===== src/rtl/clut_fader.sv =====
// Palette fade engine: streams a source palette out of BRAM, scales each colour
// channel by a latched fade level and writes one CLUT entry per clock.
module clut_fader #(
    parameter int COLRW = 12,
    parameter int CIDXW = 4,
    parameter int FRACW = 4
) (
    input  logic             clk,
    input  logic             rst_n,
    input  logic             start,
    input  logic [FRACW:0]   level,
    output logic             busy,
    output logic             done,
    output logic [CIDXW-1:0] src_addr,
    input  logic [COLRW-1:0] src_data,
    output logic             clut_we,
    output logic [CIDXW-1:0] clut_cidx,
    output logic [COLRW-1:0] clut_colr
);

    localparam int CHANW = COLRW / 3;
    localparam int PRODW = CHANW + FRACW + 1;
    localparam logic [FRACW:0]   FULL_LVL = {1'b1, {FRACW{1'b0}}};
    localparam logic [CIDXW-1:0] LAST_IDX = '1;

    typedef enum logic [1:0] {IDLE, RUN, FLUSH, DONE} state_t;

    state_t             state_q, state_d;
    logic [FRACW:0]     lvl_q;
    logic [FRACW:0]     lvl_clamped;
    logic               d_valid;
    logic [CIDXW-1:0]   d_idx;
    logic [COLRW-1:0]   scaled;

    assign lvl_clamped = (level > FULL_LVL) ? FULL_LVL : level;
    assign busy        = (state_q == RUN) || (state_q == FLUSH);
    assign done        = (state_q == DONE);

    // NOTE: every signal driven here gets a default first, so no path can infer a latch.
    always_comb begin
        state_d = state_q;
        case (state_q)
            IDLE:    if (start) state_d = RUN;
            RUN:     if (src_addr == LAST_IDX) state_d = FLUSH;
            FLUSH:   if (clut_we && (clut_cidx == LAST_IDX)) state_d = DONE;
            DONE:    state_d = IDLE;
            default: state_d = IDLE;
        endcase
    end

    // Per-channel scale; the product width keeps lvl_q == 2^FRACW lossless.
    always_comb begin
        logic [PRODW-1:0] prod;
        scaled = '0;
        prod   = '0;
        for (int c = 0; c < 3; c++) begin
            prod = PRODW'(src_data[c*CHANW +: CHANW]) * PRODW'(lvl_q);
            scaled[c*CHANW +: CHANW] = CHANW'(prod >> FRACW);
        end
    end

    // NOTE: state registers use non-blocking assignments so every stage sees pre-edge values.
    always_ff @(posedge clk) begin
        if (!rst_n) begin
            state_q   <= IDLE;
            lvl_q     <= '0;
            src_addr  <= '0;
            d_valid   <= 1'b0;
            d_idx     <= '0;
            clut_we   <= 1'b0;
            clut_cidx <= '0;
            clut_colr <= '0;
        end else begin
            state_q <= state_d;
            case (state_q)
                IDLE: if (start) begin
                    lvl_q    <= lvl_clamped;
                    src_addr <= '0;
                end
                RUN:     src_addr <= src_addr + 1'b1;
                default: ;
            endcase
            // BRAM data lands one cycle after its address; index and valid follow it.
            d_valid <= (state_q == RUN);
            d_idx   <= src_addr;
            clut_we <= d_valid;
            if (d_valid) begin
                clut_cidx <= d_idx;
                clut_colr <= scaled;
            end
        end
    end

endmodule


===== config.mk =====
export PLATFORM = sky130hd
export DESIGN_NAME = clut_fader
export DESIGN_NICKNAME = d
export VERILOG_FILES = /design/src/rtl/clut_fader.sv
export SDC_FILE = /design/constraint.sdc
export NUM_CORES = 1
export LEC_CHECK = 0
export BUFFER_PORTS_ARGS = -buffer_cell sky130_fd_sc_hd__buf_2
export CORE_MARGIN = 8
export CORE_UTILIZATION = 26
export CTS_CLUSTER_SIZE = 10
export DETAILED_ROUTE_END_ITERATION = 10
export GPL_ROUTABILITY_DRIVEN = 0
export PLACE_DENSITY = 0.49
export REMOVE_ABC_BUFFERS = 1
export SYNTH_ARGS = -nofsm -noshare
export SYNTH_HDL_FRONTEND = slang
export SYNTH_SLANG_ARGS = --single-unit

===== constraint.sdc =====
create_clock -name clk -period 7.4 [get_ports clk]
set_input_delay 1.11 -clock clk [delete_from_list [all_inputs] [get_ports clk]]
set_output_delay 1.11 -clock clk [all_outputs]
set_load 0.02 [all_outputs]

==> reports/summary.txt, run 1 <==
CTS H-tree depth = 2
Synth cell types = 33
Final Non-Filler Cells = 469
final hold viol count = 0
synth warn = 0
Slew Limit Fails = 0
Synth top area share = 25.46%
dominant cell type by area after synthesis = dfxtp_1
CP max stage delay = 0.53 ns
router iterations before antenna repair = 5
placed cells = 462
synthesized-area fraction occupied by and/or/nand/nor cells = 23.87%
DIE AREA = 13,430 µm²
CP max stage cell = fa_1
DRC = 0
CTS sink count = 33
buffer count from post-CTS setup fixing = 0
Leak Pwr = 1.425 nW
die height = 115.9 µm
Least-Margin Pin Slew = 0.9118 ns
Die Width = 115.9 µm
syn avg cell area = 8.737 µm²
wirelength, routed = 6.336 mm
period utilization = 47.95%
share of cells above drive strength 1 = 15.48%
Post-Syn Instances = 297
initial core utilization = 26.67%
worst min path class = reg2reg
CP Data Arrival Time = 3.68 ns
Hold Path Stages = 2
Rows = 36
WP depth = 12
first-pass GRT wire length = 11.03 mm
Port Buffers = 42
CTS tree = yes
fin crit period = 3.548 ns
area share of fa/ha/maj cells after synthesis = 27.00%
n_diodes = 0
Post-DP Area = 2925 µm²
Post-Syn Area = 2595 µm²
fill cell count = 1,065
Skew-Pair Late Insertion Delay = 0.28 ns
Total GRT Usage = 10.27%
worst hold margin = 0.4765 ns
number of global-route vias before repair = 2,291
multi-input logic area = 1802 µm²
Core ar. = 9729 µm²
Synth Area in XOR/XNOR = 4.339%
Worst setup SP type = input port
post-synthesis mux area share = 3.472%
Max IR drop VDD = 0.1558 mV
Post-CTS Resized = 0
largest net degree at the start of global routing = 25
vias per inst = 4.574
average routed wire per standard cell = 13.51 µm
Setup TNS = 0 ns
CTS Buf Count = 5
CP endpoint kind = register
RSZ-0062 raised after global routing = false
max-cap violations = 0
Area growth syn-to-layout = 16.06%
CTS root buffer = clkbuf_8
crit-path cells = buf_2 > and2_1 > fa_1 > inv_1 > fa_1 > inv_1 > ha_1 > nand4_1 > o211ai_2 > a211oi_1 > a41oi_1 > a31oi_1
Critical Path RT = 7.53 ns
Starting DRT DRC Count = 97
Clock transition at path regs = 0.06 ns
I/O pins = 43
final setup fails = 0
Power Total = 0.5609 mW
end-of-flow core utilization = 30.95%
Clock Tree Buf Depth = 2
top cell family by delay on the critical path = adder cells
GRT overflow = 0
Bufs and invs on worst path = 3
sequential cell area = 660.6 µm²
Final Cell Area = 3012 µm²
metal3 WL = 263 µm
DP HPWL = 4.837 mm
Max Used Layer = met4
result of the run = complete, no violations
fmax = 281.9 MHz
main combinational cell family by area after synthesis = adder cells
Slew headroom = 39.13%
register area share after synthesis = 25.46%
Synth Register Bits = 33
PwrDens = 186.2 nW/µm²
metal2 WL = 2.857 mm
initial antenna violation count = 0
CP Class = in2reg
Worst Setup Slack, final = 3.852 ns
clock skew = 0.001503 ns
CTS Hold Bufs = 0
top post-synthesis cells by area = dfxtp_1 25%, ha_1 15%, fa_1 12%, and2_1 7.5%, nand2_1 5.9%
Final nets = 403
vias = 2,145
worst reg-to-reg path cell count = 11
DRT met1 WL = 3.164 mm
antenna viol nets, final = 0
worst-path fanout max = 5
compound-gate portion of the synthesized area = 10.75%
pre-CTS setup slack = 3.567 ns
## flip-flops by register name, summed over array words and instances, names as in the netlist
| name | flops |
|---|---|
| clut_colr | 12 |
| lvl_q | 5 |
| clut_cidx | 4 |
| d_idx | 4 |
| src_addr | 4 |
| state_q | 2 |
| clut_we | 1 |
| d_valid | 1 |
## final timing paths
check / startpoint / end / slack, ns
setup reg to reg: lvl_q[1] / clut_colr[11] / 4.20
hold reg to reg: d_idx[3] / clut_cidx[3] / 0.48
setup / recovery: src_data[11] / clut_colr[11] / 3.85
hold / removal: d_idx[3] / clut_cidx[3] / 0.48
## synthesized netlist by cell type
library cell,count
buf_2,1
a31oi_1,3
o31ai_1,3
o211ai_2,3
nand3_1,8
inv_1,23
fa_1,15
nand4_1,6
clkbuf_1,7
a32oi_1,1
ha_1,32
nor3_1,1
o21ai_0,4
o21ai_1,2
xor2_1,6
nand3b_1,7
buf_1,1
nand2b_1,4
nor3b_1,4
a22oi_1,2
dfxtp_1,33
mux2i_1,9
nor2_1,20
and3_1,1
xnor2_2,1
nand2_1,41
a21oi_1,9
a41oi_1,3
buf_6,1
xnor2_1,5
o21bai_1,3
a211oi_1,7
and2_1,31
## where the power goes
group / internal (mW) / switching [mW]
logic: 0.0771 / 0.116
clock network: 0.0737 / 0.0630
registers: 0.195 / 0.0362
total: 0.346 / 0.215
## cell families (layout without fill, tap and decap cells)
group / Yosys count / count (layout)
buffers and inverters: 33 / 72
AND/OR/NAND/NOR: 123 / 123
XOR/XNOR: 12 / 12
flip-flops: 33 / 33
adder cells (fa/ha/maj): 47 / 47
AO/OA/AOI/OAI: 40 / 40
multiplexers: 9 / 9
## per-layer routing
metal	global-route usage (%)	up-vias
met5	0	-
met4	2.161	0
met3	2.606	4
met2	15.99	46
met1	13.90	1016
li1	-	1079
## tightest hold or removal path: cells and delay by family, from the launching register on
| family | cells | cell delay, ns |
|---|---|---|
| AND/OR/NAND/NOR | 1 | 0.07 |
| multiplexers | 1 | 0.06 |
| flip-flops | 1 | 0.31 |
## cell usage in the layout, fill, tap and decap left out, types with 2 or more instances in the layout
cell / netlist / final
a31oi_1: 3 / 3
buf_2: 1 / 42
inv_1: 23 / 23
nand2b_1: 4 / 4
a21oi_1: 9 / 9
xnor2_1: 5 / 5
nor3b_1: 4 / 4
o31ai_1: 3 / 3
o211ai_2: 3 / 3
o21bai_1: 3 / 3
and2_1: 31 / 31
dfxtp_1: 33 / 33
a22oi_1: 2 / 2
xor2_1: 6 / 6
nand3_1: 8 / 8
nand2_1: 41 / 41
a211oi_1: 7 / 7
a41oi_1: 3 / 3
nand3b_1: 7 / 7
fa_1: 15 / 15
nor2_1: 20 / 20
o21ai_1: 2 / 2
nand4_1: 6 / 6
clkbuf_8: 0 / 6
mux2i_1: 9 / 9
ha_1: 32 / 32
o21ai_0: 4 / 4
## layout make-up
type                    instances  area share, %
clock buffers                   7          2.867
inverters                      23          2.867
multi-input cells             231          59.83
flip-flops and latches         33          21.94
well taps                     133          5.526
repair buffers                 42          6.980
Note: power is estimated with default switching activity, not from simulation.
==> inputs of run 2 (changes only) <==
clock period = 3.7 ns   (was 7.4 ns; I/O delays follow)
==> run 2 against run 1 <==
Clock skew up 0.00059 ns; first-iteration DRC count down 48%; worst setup slack worse by 3.3 ns; non-clock buffer count up 2; die area unchanged; clock-buffer cell count unchanged; sequential share of layout area down 0.11 points; power up 100%; sequential cell count unchanged; critical path depth down 1; hold slack worse by 0.0083 ns; critical endpoint is now clut_colr[7]; largest cell class unchanged; largest power group unchanged.
==> reports/summary.txt, run 2 (synthesized netlist as in run 1, its figures left out) <==
GRT overflow = 0
Total GRT Usage = 10.20%
CP Data Arrival Time = 3.32 ns
CTS root buffer = clkbuf_8
first-pass GRT wire length = 10.93 mm
Flop pwr share = 40.9%
Clock Tree Buf Depth = 2
CP endpoint kind = register
Skew-Pair Late Insertion Delay = 0.28 ns
Slew headroom = 37.96%
DRC = 0
result of the run = complete, no violations
Sw Share = 38.21%
end-of-flow core utilization = 31.11%
commonest non-fill, non-tap cell in the layout = buf_2
Post-DP Area = 2940 µm²
CTS Buf Count = 5
CTS sink count = 33
max-cap violations = 0
average routed wire per standard cell = 13.48 µm
Post-CTS Resized = 0
DIE AREA = 13,430 µm²
largest net degree at the start of global routing = 25
I/O pins = 43
wirelength, routed = 6.348 mm
Power Total = 1.125 mW
Int Power = 0.6952 mW
n_diodes = 0
PwrDens = 371.7 nW/µm²
CP Class = reg2reg
Starting DRT DRC Count = 50
Rows = 36
DP HPWL = 4.925 mm
fmax = 313.7 MHz
Slew Limit Fails = 0
vias per inst = 4.544
final hold viol count = 0
Final Non-Filler Cells = 471
period utilization = 86.16%
multi-input logic area = 1802 µm²
final setup fails = 0
placed cells = 464
Final nets = 405
fin crit period = 3.188 ns
Worst setup SP type = register
most frequent cells in the layout = 42 x buf_2, 41 x nand2_1, 33 x dfxtp_1, 32 x ha_1, 31 x and2_1
Worst Setup Slack, final = 0.5119 ns
switching pwr = 0.4298 mW
RSZ-0062 raised after global routing = false
pre-CTS setup slack = 0.3991 ns
Core ar. = 9729 µm²
CTS H-tree depth = 2
clock skew = 0.002097 ns
buffer count from post-CTS setup fixing = 0
Die Width = 115.9 µm
fill cell count = 1,076
Critical Path RT = 3.84 ns
CTS tree = yes
Setup TNS = 0 ns
initial core utilization = 26.67%
share of cells above drive strength 1 = 15.98%
die height = 115.9 µm
Final Cell Area = 3027 µm²
initial antenna violation count = 0
Clock transition at path regs = 0.06 ns
Port Buffers = 42
CTS Hold Bufs = 0
combinational cell fraction of total power = 34.9%
clock network fraction of total power = 24.2%
antenna viol nets, final = 0
worst-path fanout max = 14
worst hold margin = 0.4682 ns
Reg with most FFs = clut_colr
router iterations before antenna repair = 4
number of global-route vias before repair = 2,280
Leak Pwr = 1.436 nW
vias = 2,140
sequential cell area = 660.6 µm²
Area growth syn-to-layout = 16.63%
worst min path class = reg2reg
Max IR drop VDD = 0.2333 mV
max reg flops = 12
Least-Margin Pin Slew = 0.9293 ns
biggest regs = clut_colr x12, lvl_q x5
-- run 2: critical path, stage by stage (launching register included) --
cell and delay, ns:
dfxtp_1 0.50, and2_1 0.26, fa_1 0.54, inv_1 0.06, fa_1 0.53, inv_1 0.04
ha_1 0.33, nand4_1 0.13, o211ai_2 0.25, a211oi_1 0.10, a41oi_1 0.19, a31oi_1 0.10
-- run 2: cell type report --
type | instances | area share [%]
Inverter | 23 | 2.852
Multi-Input combinational cell | 231 | 59.53
Timing Repair Buffer | 44 | 7.441
Sequential cell | 33 | 21.83
Tap cell | 133 | 5.498
Clock buffer | 7 | 2.852
-- run 2: layer usage --
layer	global-route usage, %	up-vias	share of wire (%)
li1	-	1082	-
met1	13.72	1025	51
met2	16.30	27	45
met3	1.928	6	2.7
met4	2.593	0	1.2
met5	0	-	0
-- run 2: path summary, 6_finish.rpt --
check	to	from	cells past startpoint	slack (ns)
setup / recovery	clut_colr[7]	lvl_q[1]	11	0.51
hold / removal	clut_cidx[0]	d_idx[0]	2	0.47
setup reg to reg	clut_colr[7]	lvl_q[1]	11	0.51
hold reg to reg	clut_cidx[0]	d_idx[0]	2	0.47
-- run 2: power by group through the flow --
stage | Clock (mW) | Combinational (mW) | Sequential [mW]
3_3_place_gp | 0 | 0.391 | 0.468
6_report | 0.272 | 0.393 | 0.460
3_5_place_dp | 0 | 0.395 | 0.470
4_1_cts | 0.280 | 0.399 | 0.462
2_1_floorplan | 0 | 0.277 | 0.456
5_1_grt | 0.302 | 0.462 | 0.468
